File: config.mk
export PLATFORM = sky130hd
export DESIGN_NAME = writeback_stage
export DESIGN_NICKNAME = d
export VERILOG_FILES = /design/src/rtl/cpu_pkg.sv /design/src/rtl/load_formatter.sv /design/src/rtl/writeback_stage.sv
export SDC_FILE = /design/constraint.sdc
export NUM_CORES = 1
export LEC_CHECK = 0
export CAP_MARGIN = 20
export CELL_PAD_IN_SITES_DETAIL_PLACEMENT = 0
export CELL_PAD_IN_SITES_GLOBAL_PLACEMENT = 1
export CORE_ASPECT_RATIO = 1.5
export CORE_MARGIN = 2
export CORE_UTILIZATION = 34
export DETAILED_ROUTE_END_ITERATION = 10
export GPL_TIMING_DRIVEN = 1
export PLACE_DENSITY_LB_ADDON = 0.1
export SLEW_MARGIN = 10
export SYNTH_ARGS = -nofsm -noshare
export SYNTH_HDL_FRONTEND = slang
export SYNTH_SLANG_ARGS = --single-unit
export TNS_END_PERCENT = 1
File: constraint.sdc
create_clock -name clk -period 5.7 [get_ports clk]
set_input_delay 1.71 -clock clk [delete_from_list [all_inputs] [get_ports clk]]
set_output_delay 1.71 -clock clk [all_outputs]
set_load 0.02 [all_outputs]
File: src/rtl/cpu_pkg.sv
// Shared encodings for the core's back end: write-back source select,
// load funct3 codes and the write-back FSM state type.
package cpu_pkg;

    localparam logic [1:0] WB_ALU  = 2'b00;
    localparam logic [1:0] WB_LOAD = 2'b01;
    localparam logic [1:0] WB_PC4  = 2'b10;

    localparam logic [2:0] F3_LB  = 3'b000;
    localparam logic [2:0] F3_LH  = 3'b001;
    localparam logic [2:0] F3_LW  = 3'b010;
    localparam logic [2:0] F3_LBU = 3'b100;
    localparam logic [2:0] F3_LHU = 3'b101;

    typedef enum logic [0:0] {
        WB_IDLE    = 1'b0,
        WB_WAIT_LD = 1'b1
    } wb_state_t;

endpackage

File: src/rtl/load_formatter.sv
// Extracts the addressed byte/half/word from an aligned load word and
// sign- or zero-extends it to XLEN. Purely combinational.
module load_formatter
    import cpu_pkg::*;
#(
    parameter int XLEN = 32
) (
    input  logic [2:0]      funct3_i,
    input  logic [1:0]      off_i,
    input  logic [XLEN-1:0] word_i,
    output logic [XLEN-1:0] result_o
);

    logic [7:0]  byte_s;
    logic [15:0] half_s;

    // Lane selection: byte by full offset, half by off[1] only
    always_comb begin
        byte_s = word_i[{off_i, 3'b000} +: 8];
        if (off_i[1]) begin
            half_s = word_i[16 +: 16];
        end else begin
            half_s = word_i[0 +: 16];
        end
    end

    // Extension by funct3; anything undefined behaves as LW
    always_comb begin
        result_o = word_i;
        case (funct3_i)
            F3_LB:   result_o = {{(XLEN-8){byte_s[7]}}, byte_s};
            F3_LH:   result_o = {{(XLEN-16){half_s[15]}}, half_s};
            F3_LBU:  result_o = {{(XLEN-8){1'b0}}, byte_s};
            F3_LHU:  result_o = {{(XLEN-16){1'b0}}, half_s};
            F3_LW:   result_o = word_i;
            default: result_o = word_i;
        endcase
    end

endmodule

File: src/rtl/writeback_stage.sv
// Final pipeline stage: selects the retiring result, waits for load data
// when needed, and drives the register-file write port and retire counter.
module writeback_stage
    import cpu_pkg::*;
#(
    parameter int XLEN   = 32,
    parameter int REG_AW = 5,
    parameter int CNT_W  = 64
) (
    input  logic              clk,
    input  logic              rst,
    input  logic              in_valid,
    output logic              in_ready,
    input  logic              in_reg_write,
    input  logic [REG_AW-1:0] in_rd,
    input  logic [1:0]        in_wb_sel,
    input  logic [XLEN-1:0]   in_alu_result,
    input  logic [XLEN-1:0]   in_pc_plus4,
    input  logic [2:0]        in_ld_funct3,
    input  logic              ld_rsp_valid,
    input  logic [XLEN-1:0]   ld_rsp_data,
    output logic              rf_we,
    output logic [REG_AW-1:0] rf_a3,
    output logic [XLEN-1:0]   rf_wd,
    output logic [CNT_W-1:0]  instret,
    output logic              err_spurious
);

    wb_state_t         state_q,   state_d;
    logic              ld_rw_q,   ld_rw_d;
    logic [REG_AW-1:0] ld_rd_q,   ld_rd_d;
    logic [2:0]        ld_f3_q,   ld_f3_d;
    logic [1:0]        ld_off_q,  ld_off_d;
    logic              rf_we_q,   rf_we_d;
    logic [REG_AW-1:0] rf_a3_q,   rf_a3_d;
    logic [XLEN-1:0]   rf_wd_q,   rf_wd_d;
    logic [CNT_W-1:0]  instret_q, instret_d;
    logic              err_q,     err_d;

    logic              commit_s;
    logic              commit_rw_s;
    logic [REG_AW-1:0] commit_rd_s;
    logic [XLEN-1:0]   commit_data_s;
    logic [XLEN-1:0]   direct_res_s;
    logic [XLEN-1:0]   load_res_s;

    load_formatter #(.XLEN(XLEN)) u_fmt (
        .funct3_i (ld_f3_q),
        .off_i    (ld_off_q),
        .word_i   (ld_rsp_data),
        .result_o (load_res_s)
    );

    // Non-load result source; the reserved encoding falls back to ALU
    always_comb begin
        case (in_wb_sel)
            WB_PC4:  direct_res_s = in_pc_plus4;
            WB_ALU:  direct_res_s = in_alu_result;
            default: direct_res_s = in_alu_result;
        endcase
    end

    // Next-state: FSM transitions, load context capture and commit selection
    always_comb begin
        state_d       = state_q;
        ld_rw_d       = ld_rw_q;
        ld_rd_d       = ld_rd_q;
        ld_f3_d       = ld_f3_q;
        ld_off_d      = ld_off_q;
        err_d         = err_q;
        commit_s      = 1'b0;
        commit_rw_s   = 1'b0;
        commit_rd_s   = {REG_AW{1'b0}};
        commit_data_s = {XLEN{1'b0}};
        case (state_q)
            WB_IDLE: begin
                if (ld_rsp_valid) begin
                    err_d = 1'b1;
                end else begin
                    err_d = err_q;
                end
                if (in_valid && (in_wb_sel == WB_LOAD)) begin
                    ld_rw_d  = in_reg_write;
                    ld_rd_d  = in_rd;
                    ld_f3_d  = in_ld_funct3;
                    ld_off_d = in_alu_result[1:0];
                    state_d  = WB_WAIT_LD;
                end else if (in_valid) begin
                    commit_s      = 1'b1;
                    commit_rw_s   = in_reg_write;
                    commit_rd_s   = in_rd;
                    commit_data_s = direct_res_s;
                end else begin
                    state_d = WB_IDLE;
                end
            end
            WB_WAIT_LD: begin
                if (ld_rsp_valid) begin
                    commit_s      = 1'b1;
                    commit_rw_s   = ld_rw_q;
                    commit_rd_s   = ld_rd_q;
                    commit_data_s = load_res_s;
                    state_d       = WB_IDLE;
                end else begin
                    state_d = WB_WAIT_LD;
                end
            end
            default: state_d = WB_IDLE;
        endcase
    end

    // Commit: every retirement counts, but x0 / no-write leaves the port idle
    always_comb begin
        rf_we_d   = 1'b0;
        rf_a3_d   = rf_a3_q;
        rf_wd_d   = rf_wd_q;
        instret_d = instret_q;
        if (commit_s) begin
            instret_d = instret_q + {{(CNT_W-1){1'b0}}, 1'b1};
            if (commit_rw_s && (commit_rd_s != {REG_AW{1'b0}})) begin
                rf_we_d = 1'b1;
                rf_a3_d = commit_rd_s;
                rf_wd_d = commit_data_s;
            end else begin
                rf_we_d = 1'b0;
            end
        end else begin
            instret_d = instret_q;
        end
    end

    // State, load context and output registers
    always_ff @(posedge clk or posedge rst) begin
        if (rst) begin
            state_q   <= WB_IDLE;
            ld_rw_q   <= 1'b0;
            ld_rd_q   <= {REG_AW{1'b0}};
            ld_f3_q   <= 3'b000;
            ld_off_q  <= 2'b00;
            rf_we_q   <= 1'b0;
            rf_a3_q   <= {REG_AW{1'b0}};
            rf_wd_q   <= {XLEN{1'b0}};
            instret_q <= {CNT_W{1'b0}};
            err_q     <= 1'b0;
        end else begin
            state_q   <= state_d;
            ld_rw_q   <= ld_rw_d;
            ld_rd_q   <= ld_rd_d;
            ld_f3_q   <= ld_f3_d;
            ld_off_q  <= ld_off_d;
            rf_we_q   <= rf_we_d;
            rf_a3_q   <= rf_a3_d;
            rf_wd_q   <= rf_wd_d;
            instret_q <= instret_d;
            err_q     <= err_d;
        end
    end

    assign in_ready     = (state_q == WB_IDLE);
    assign rf_we        = rf_we_q;
    assign rf_a3        = rf_a3_q;
    assign rf_wd        = rf_wd_q;
    assign instret      = instret_q;
    assign err_spurious = err_q;

endmodule

==> results of run 1 <==
[critical path, delay by kind of cell]
kind | cells | cell delay (ns)
AOI/OAI and AO/OA | 1 | 0.45
buffers and inverters | 1 | 0.48
and+or+nand+nor | 3 | 1.26
xor gates and xnor gates | 1 | 0.19
[how the worst min path moves through the flow]
stage | endpoint | slack, ns | cells past startpoint
floorplan | ld_rd_q[1] | 0.47 | 1
global placement | err_spurious | 0.45 | 1
detailed placement | err_spurious | 0.45 | 1
CTS | err_spurious | 0.46 | 1
global route | err_spurious | 0.48 | 1
finish | err_spurious | 0.46 | 1
[cell usage in the layout (no fill, tap or decap), types with 3 or more instances in the layout]
master           count
mux2i_1              8
clkinvlp_4           3
clkbuf_16           17
xnor2_1             36
dfrtp_1            115
xor2_1              27
a31oi_1             25
inv_1                9
o221ai_1            14
a22oi_1             11
buf_4                7
nor2_1              39
nand4_1             19
o21a_1               8
nand2_1             66
mux2_2              33
o21ai_0             34
nor4_1              10
clkdlybuf4s50_1    214
nor3_1              19
and3_1              11
and4_1               4
a21oi_1              6
clkinv_2             5
o22ai_1              9
nand3_1             25
[cell families after synthesis]
group / after synthesis / share of synthesized area (%)
AO/OA/AOI/OAI: 120 / 12.98
XOR/XNOR: 63 / 9.146
adder cells (fa/ha/maj): 1 / 0.2073
buffers and inverters: 42 / 2.903
flip-flops: 115 / 47.70
multiplexers: 42 / 7.860
AND/OR/NAND/NOR: 220 / 19.20
[per-layer routing]
layer / wire length (µm) / share of wire [%]
met1: 7080 / 37
met2: 10240 / 54
met3: 1143 / 6.0
met4: 653 / 3.4
met5: 0 / 0
[final cells by class]
| type | instances | area share [%] |
|---|---|---|
| clock inverters | 10 | 0.9617 |
| flip-flops and latches | 115 | 32.06 |
| well taps | 213 | 2.969 |
| repair buffers | 224 | 25.03 |
| clock buffers | 20 | 5.087 |
| multi-input cells | 446 | 33.45 |
| inverters | 10 | 0.4460 |
[registers in the layout (all words and copies together) (netlist names)]
name / cells
instret: 64
rf_wd: 32
ld_rd_q: 5
rf_a3: 5
ld_f3_q: 3
ld_off_q: 2
err_spurious: 1
ld_rw_q: 1
rf_we: 1
state_q: 1
[metrics by stage]
stage                     util (%)  hold slack (ns)
after floorplan                  -           0.4730
after global placement       48.43           0.4467
after detailed placement     48.46           0.4529
after CTS                    51.59           0.4610
after global routing         51.75           0.4760
final                        51.75           0.4606
[power groups by stage]
stage,Sequential [mW],Clock (mW),Combinational [mW]
2_1_floorplan,1.20,0,0.290
3_3_place_gp,1.08,0,0.838
3_5_place_dp,1.08,0,0.847
4_1_cts,1.07,1.01,0.850
5_1_grt,1.09,1.05,0.906
6_report,1.07,0.986,0.843
==> run metrics, run 1 <==
outcome=completed; clk_lat worst skew=0.42 ns; Least-Margin Pin Slew=0.9684 ns; height of the die=167.2 µm; power share of the sequential group=36.9%; largest net degree at the start of global routing=48; Pre-antenna DRT Iters=7; dominant synthesized flop cell=dfrtp_1; Clk Tree Root Cell=clkbuf_16; hold wc startpoint=err_spurious; asr flop ratio synth=100.0%; Area growth syn-to-layout=48.80%; clock power share=34.0%; I/O pins=215; Finished Layout Cells=1038; Post-Place Worst Slack=1.326 ns; R2R Path Start=state_q; synth cell count leaders=dfrtp_1, nand2_1, nor2_1; Tcrit/Tclk final=65.97%; CTS buffer count=17; Psw=0.9211 mW; Net Sw Frac=31.78%; Arrival @ worst endpoint=4.10 ns; DR WL/cell=18.41 µm; Post-synth EDFFs=0; post-synthesis sequential area ratio=47.70%; H-tree levels=4; setup TNS=0 ns; fin nets=926; maximum vdd drop=0.1495 mV; worst reg-to-reg path cell count=5; Pins Over Slew Limit=0; HPWL Detailed=14830 µm; Worst Setup EP=instret[62]; gr busiest metal=met2; Cell Area, Synth=6033 µm²; GRT overflow=0; initial antenna violation count=0; GR Util met3=6.153%; count leader, synth=dfrtp_1; Remaining DRCs=0; M1 GR Usage=22.59%; Initial DRC Count=314; Yosys top cell area share=47.70%; flop and latch count out of synthesis=115; IO Port Bufs=214; internal power=1.977 mW; Synth area leader=dfrtp_1; Seq. cell area=2878 µm²; die area=18850 µm²; CP Launch Point=in_valid; Clock Pin Slew Worst Setup and Hold Paths=0.06 ns; syn avg cell area=10.01 µm²; clk_skew=0.009233 ns; met2 global-route usage=37.10%; crit-path max FO=15; Max Cap Viol=0; crit end category=flop; post-placement cell count=1007; Tot GR Track Use=20.83%; post-route cell area=8977 µm²; global-route wire length before repair=30820 µm; Setup WS post-layout=1.940 ns; Tmin final=3.760 ns; CTS tree=yes; vias=5530; Worst R2R End=instret[62]; CTS Sinks=115; r2r setup slk=3.16 ns; slowest CP cell=nor4_1; Syn Inst Count=603; final wirelength=19110 µm; CTS resizes=0; worst hold path class=reg -> reg; Critical Path Source Type=input port; Netlist cell types=61; Synth area leaders=dfrtp_1, mux2_2, xnor2_1; required time of the critical path=6.04 ns; area of the multi-input gates=3003 µm²; share of layout cells above drive strength 1=11.88%; P per Cell Area=322.8 nW/µm²; Synth Net Count=715; total leakage power=3.609 nW; Starting Density=34.78%; Post-DP Area=8407 µm²; vias in the first global route=5677; combinational share of power=29.1%; n_diodes=0; Core Rows=59; crit path kind=in -> reg; CP peak stage delay=0.50 ns; relative slew slack=35.37%; Die Span X=112.8 µm; Final GP Congestion=0.8636; Antenna Nets Post-Route=0; core area=17350 µm²; fillers=1574; cts hold-fix bufs=0; Longest Clk Path Bufs=2; total power=2.898 mW; final setup violating endpoints=0; yosys warns=0; Final Hold Viols=0; unrepaired setup endpoints after global routing=no; Post-CTS Setup Bufs=0; vias per cell=5.328; Fmax achieved=0.2659 GHz; critical path cell sequence=clkdlybuf4s50_1, nand2b_1, o21ai_1, nand4b_2, nor4_1, xor2_1
(Power assumes the default switching activity.)
==> run 2: changes to the inputs <==
==> constraint.sdc (replaced) <==
create_clock -name clk -period 3.7 [get_ports clk]
set_input_delay 1.11 -clock clk [delete_from_list [all_inputs] [get_ports clk]]
set_output_delay 1.11 -clock clk [all_outputs]
set_load 0.02 [all_outputs]
==> run metrics, run 2 (synthesis results as in run 1) <==
Antenna Nets Post-Route=0 (unchanged); Fmax achieved=0.3324 GHz; R2R Path Start=ld_off_q[1]; setup TNS=0 ns (unchanged); global-route wire length before repair=29990 µm (-2.7%); post-placement cell count=1011 (+0.40%); GRT overflow=0 (unchanged); crit-path max FO=15 (unchanged); DR WL/cell=18.28 µm (-0.73%); worst reg-to-reg path cell count=5 (unchanged); CTS tree=yes; Final Hold Viols=0 (unchanged); height of the die=167.2 µm (unchanged); Longest Clk Path Bufs=2 (unchanged); Final GP Congestion=0.7864 (-8.9%); Post-Place Worst Slack=0.2447 ns (-1.081 ns); CP peak stage delay=0.61 ns (+0.11 ns); initial antenna violation count=0 (unchanged); maximum vdd drop=0.2946 mV (+97%); P per Cell Area=510.8 nW/µm² (+58%); outcome=completed; Crit. path cell count=6 (unchanged); unrepaired setup endpoints after global routing=no; I/O pins=215 (unchanged); Clock Pin Slew Worst Setup and Hold Paths=0.06 ns (about the same); hold path depth=1 (unchanged); Remaining DRCs=0 (unchanged); Pre-antenna DRT Iters=4 (-3); worst hold path class=reg -> reg; WP buf/inv=1 (unchanged); cts hold-fix bufs=0 (unchanged); H-tree levels=4 (unchanged); critical path cell sequence=clkdlybuf4s50_1, nand2_1, o21ai_1, nand4b_2, nor4_1, xor2_1; combinational share of power=28.2% (-0.9 points); Arrival @ worst endpoint=3.34 ns (-0.76 ns); fin nets=929 (+0.32%); Max Cap Viol=0 (unchanged); Core Rows=59 (unchanged); fillers=1582 (+0.51%); Starting Density=34.78% (unchanged); CTS resizes=0 (unchanged); Net Sw Frac=31.28% (-0.50 points); vias per cell=5.297 (-0.57%); Initial DRC Count=292 (-7.0%); CP Launch Point=ld_rsp_valid; area of the multi-input gates=3003 µm² (unchanged); CTS Sinks=115 (unchanged); slowest CP cell=clkdlybuf4s50_1; final wirelength=19060 µm (-0.25%); Least-Margin Pin Slew=0.6816 ns (-0.2868 ns); CTS buffer count=17 (unchanged); critical path's top delay family=simple AND/OR/NAND/NOR gates; Setup WS post-layout=0.6916 ns (-1.248 ns); Die Span X=112.8 µm (unchanged); die area=18850 µm² (unchanged); IO Port Bufs=214 (unchanged); Tot GR Track Use=20.26% (-0.57 points); n_diodes=0 (unchanged); Clk Tree Root Cell=clkbuf_16; final core occ=52.27% (+0.52 points); Pins Over Slew Limit=0 (unchanged); Tcrit/Tclk final=81.31%; max FFs per register=64 (unchanged); crit end category=flop; commonest non-fill, non-tap cell in the layout=clkdlybuf4s50_1; relative slew slack=54.14% (+19 points); Area growth syn-to-layout=50.29%; core area=17350 µm² (unchanged); vias=5525 (-0.090%); commonest non-fill, non-tap cells in the layout=clkdlybuf4s50_1, dfrtp_1, nand2_1; Psw=1.449 mW (+57%); required time of the critical path=4.03 ns (-2.01 ns); largest net degree at the start of global routing=49 (+2.1%); Post-CTS Setup Bufs=0 (unchanged); clk_skew=0.01062 ns (+0.001389 ns); clk_lat worst skew=0.41 ns (about the same); crit path kind=in -> reg; clock power share=36.4% (+2.4 points); hold wc startpoint=instret[63]; Tmin final=3.008 ns; share of layout cells above drive strength 1=12.29% (+0.41 points); power share of the sequential group=35.4% (-1.5 points); internal power=3.182 mW (+61%); Seq. cell area=2878 µm² (unchanged); Critical Path Source Type=input port; vias in the first global route=5574 (-1.8%); total leakage power=3.649 nW (+1.1%); final setup violating endpoints=0 (unchanged); Finished Layout Cells=1043 (+0.48%); HPWL Detailed=14630 µm (-1.3%)
## run 2: cell types whose count changed in the layout (fill, tap and decap cells not counted), moves of 2 or more
cell	change
buf_4	+3
buf_12	+2
bufinv_16	+2
clkinv_2	-2
inv_6	+2
## run 2: through the flow
stage | area (µm²) | hold WS (ns) | total power [mW]
global route | 9067 | 0.4855 | 4.838
detailed placement | 8466 | 0.4509 | 2.976
finish | 9067 | 0.4644 | 4.631
global placement | 8466 | 0.4410 | 2.961
floorplan | 6037 | 0.4730 | 2.292
CTS | 9067 | 0.4678 | 4.679
## run 2: path summary, 6_finish.rpt
path / to / slack (ns)
worst min register to register: instret[63] / 0.46
min in group asynchronous: rf_we / 1.12
worst max-delay path: instret[60] / 0.69
max in group asynchronous: rf_wd[9] / 1.92
worst max register to register: rf_wd[25] / 1.18
worst min-delay path: instret[63] / 0.46
## run 2: worst register-to-register path: stages, from the launching register on
cell     delay, ns
dfrtp_1       0.74
mux4_2        0.35
nor3b_4       0.39
o31a_1        0.50
o21ai_0       0.23
a31oi_1       0.21
## run 2: routing by layer
layer | GRT usage [%] | vias up | share of wire (%)
li1 | - | 2627 | -
met1 | 21.98 | 2690 | 38
met2 | 37.33 | 185 | 54
met3 | 5.863 | 23 | 6.2
met4 | 6.681 | 0 | 2.0
met5 | 0 | - | 0
## run 2: power by group through the flow
stage               clock network, mW  logic, mW  registers (mW)
finish                           1.69       1.30            1.64
global placement                    0       1.30            1.66
floorplan                           0      0.447            1.84
CTS                              1.72       1.32            1.64
detailed placement                  0       1.31            1.66
global route                     1.77       1.39            1.68
## run 2: final cells by class
| cell class | instances | area share [%] |
|---|---|---|
| clock buffers | 20 | 4.926 |
| clock inverters | 12 | 1.711 |
| inverters | 10 | 0.4554 |
| multi-input cells | 446 | 33.12 |
| flip-flops and latches | 115 | 31.74 |
| well taps | 213 | 2.939 |
| repair buffers | 227 | 25.11 |
==> run 3: changes to the inputs <==
==> constraint.sdc (replaced) <==
create_clock -name clk -period 2.8 [get_ports clk]
set_input_delay 0.84 -clock clk [delete_from_list [all_inputs] [get_ports clk]]
set_output_delay 0.84 -clock clk [all_outputs]
set_load 0.02 [all_outputs]
==> run metrics, run 3 (synthesis results as in run 1) <==
Fmax achieved=0.4095 GHz; largest net degree at the start of global routing=61 (+24%); Area growth syn-to-layout=52.45%; worst hold path class=reg -> reg; Critical Path Source Type=flop; CTS Sinks=115 (unchanged); Remaining DRCs=0 (unchanged); Core Rows=59 (unchanged); total leakage power=3.717 nW (+1.9%); vias per cell=5.265 (-0.61%); post-placement cell count=1026 (+1.5%); required time of the critical path=1.96 ns (-2.07 ns); Initial DRC Count=305 (+4.5%); M1 GR Usage=23.49% (+1.5 points); commonest non-fill, non-tap cells in the layout=clkdlybuf4s50_1, dfrtp_1, nand2_1; Final Hold Viols=0 (unchanged); GRT overflow=0 (unchanged); critical path cell sequence=inv_1, clkdlybuf4s50_1; Clk Tree Root Cell=clkbuf_16; critical path's top delay family=buffers and inverters; fin nets=944 (+1.6%); initial antenna violation count=0 (unchanged); P per Cell Area=657.3 nW/µm² (+29%); met2 global-route usage=37.39% (+0.052 points); Longest Clk Path Bufs=2 (unchanged); n_diodes=0 (unchanged); slowest CP cell=clkdlybuf4s50_1; Pins Over Slew Limit=0 (unchanged); HPWL Detailed=14900 µm (+1.8%); commonest non-fill, non-tap cell in the layout=clkdlybuf4s50_1; I/O pins=215 (unchanged); CTS tree=yes; DR WL/cell=18.27 µm (about the same); gr busiest metal=met2; crit path kind=reg -> out; die area=18850 µm² (unchanged); vias=5570 (+0.81%); GR Util met3=5.284% (-0.58 points); total power=6.046 mW (+31%); outcome=completed; relative slew slack=55.08% (+0.93 points); hold slack=0.4730 ns (+0.008626 ns); Post-CTS Setup Bufs=0 (unchanged); Tcrit/Tclk final=87.21%; cts hold-fix bufs=0 (unchanged); Die Span X=112.8 µm (unchanged); max FFs per register=64 (unchanged); Antenna Nets Post-Route=0 (unchanged); Tmin final=2.442 ns; H-tree levels=4 (unchanged); crit-path max FO=8 (-7); Tot GR Track Use=20.91% (+0.65 points); crit end category=output port; Finished Layout Cells=1058 (+1.4%); Final GP Congestion=0.8241 (+4.8%); Starting Density=34.78% (unchanged); Arrival @ worst endpoint=1.60 ns (-1.74 ns); final wirelength=19330 µm (+1.4%); Max Cap Viol=0 (unchanged); global-route wire length before repair=31160 µm (+3.9%); IO Port Bufs=214 (unchanged); setup TNS=0 ns (unchanged); Clock Pin Slew Worst Setup and Hold Paths=0.06 ns (about the same); CTS resizes=0 (unchanged); unrepaired setup endpoints after global routing=no; vias in the first global route=5878 (+5.5%); WP buf/inv=2 (+1); final setup violating endpoints=0 (unchanged); CTS buffer count=17 (unchanged); maximum vdd drop=0.4451 mV (+51%); height of the die=167.2 µm (unchanged); CP peak stage delay=0.62 ns (about the same); clk_lat worst skew=0.41 ns (about the same); core area=17350 µm² (unchanged); share of layout cells above drive strength 1=13.85% (+1.6 points); Least-Margin Pin Slew=0.6677 ns (-0.01386 ns); clk_skew=0.009392 ns (-0.001230 ns); Pre-antenna DRT Iters=5 (+1)
## run 3: changes by cell type in the layout (fill, tap and decap cells not counted), sizes merged
cell,before,now
bufinv,3,2
buf,13,28
clkinvlp,3,5
inv,11,10
clkbuf,20,19
clkinv,5,6
## run 3: final timing paths
check / startpoint / to / slack [ns] / cells after the start
setup / recovery: state_q / in_ready / 0.36 / 2
hold / removal: instret[63] / instret[63] / 0.47 / 1
setup reg to reg: instret[36] / instret[62] / 0.64 / 5
hold reg to reg: instret[63] / instret[63] / 0.47 / 1
max in group asynchronous: rst / rf_wd[19] / 1.60 / 3
min in group asynchronous: rst / instret[5] / 0.90 / 3
## run 3: per-stage QoR
stage	util (%)	instance area, µm²	setup WS [ns]
detailed placement	49.74	8628	-0.04839
global placement	49.74	8628	0.002984
floorplan	-	6037	0.5085
CTS	53.02	9198	0.3421
finish	53.02	9198	0.3581
global route	53.02	9198	0.2728
## run 3: area by class of cell
type                    count  area, µm²
fillers                  1558       8150
multi-input cells         446       3003
flip-flops and latches    115       2878
repair buffers            242       2440
clock buffers              19      432.9
well taps                 213      266.5
clock inverters            13      136.4
inverters                  10      41.29
## run 3: report_power, final
part / leakage [nW] / internal, mW / switching [mW]
logic: 1.99 / 0.873 / 0.916
clock network: 0.269 / 1.31 / 0.793
registers: 1.46 / 1.94 / 0.221
total: 3.72 / 4.12 / 1.93
## run 3: routing by layer
layer  vias to the layer above  share of wire [%]
met4                         0                3.0
li1                       2656                  -
met3                        29                5.8
met2                       192                 54
met1                      2693                 38
met5                         -                  0
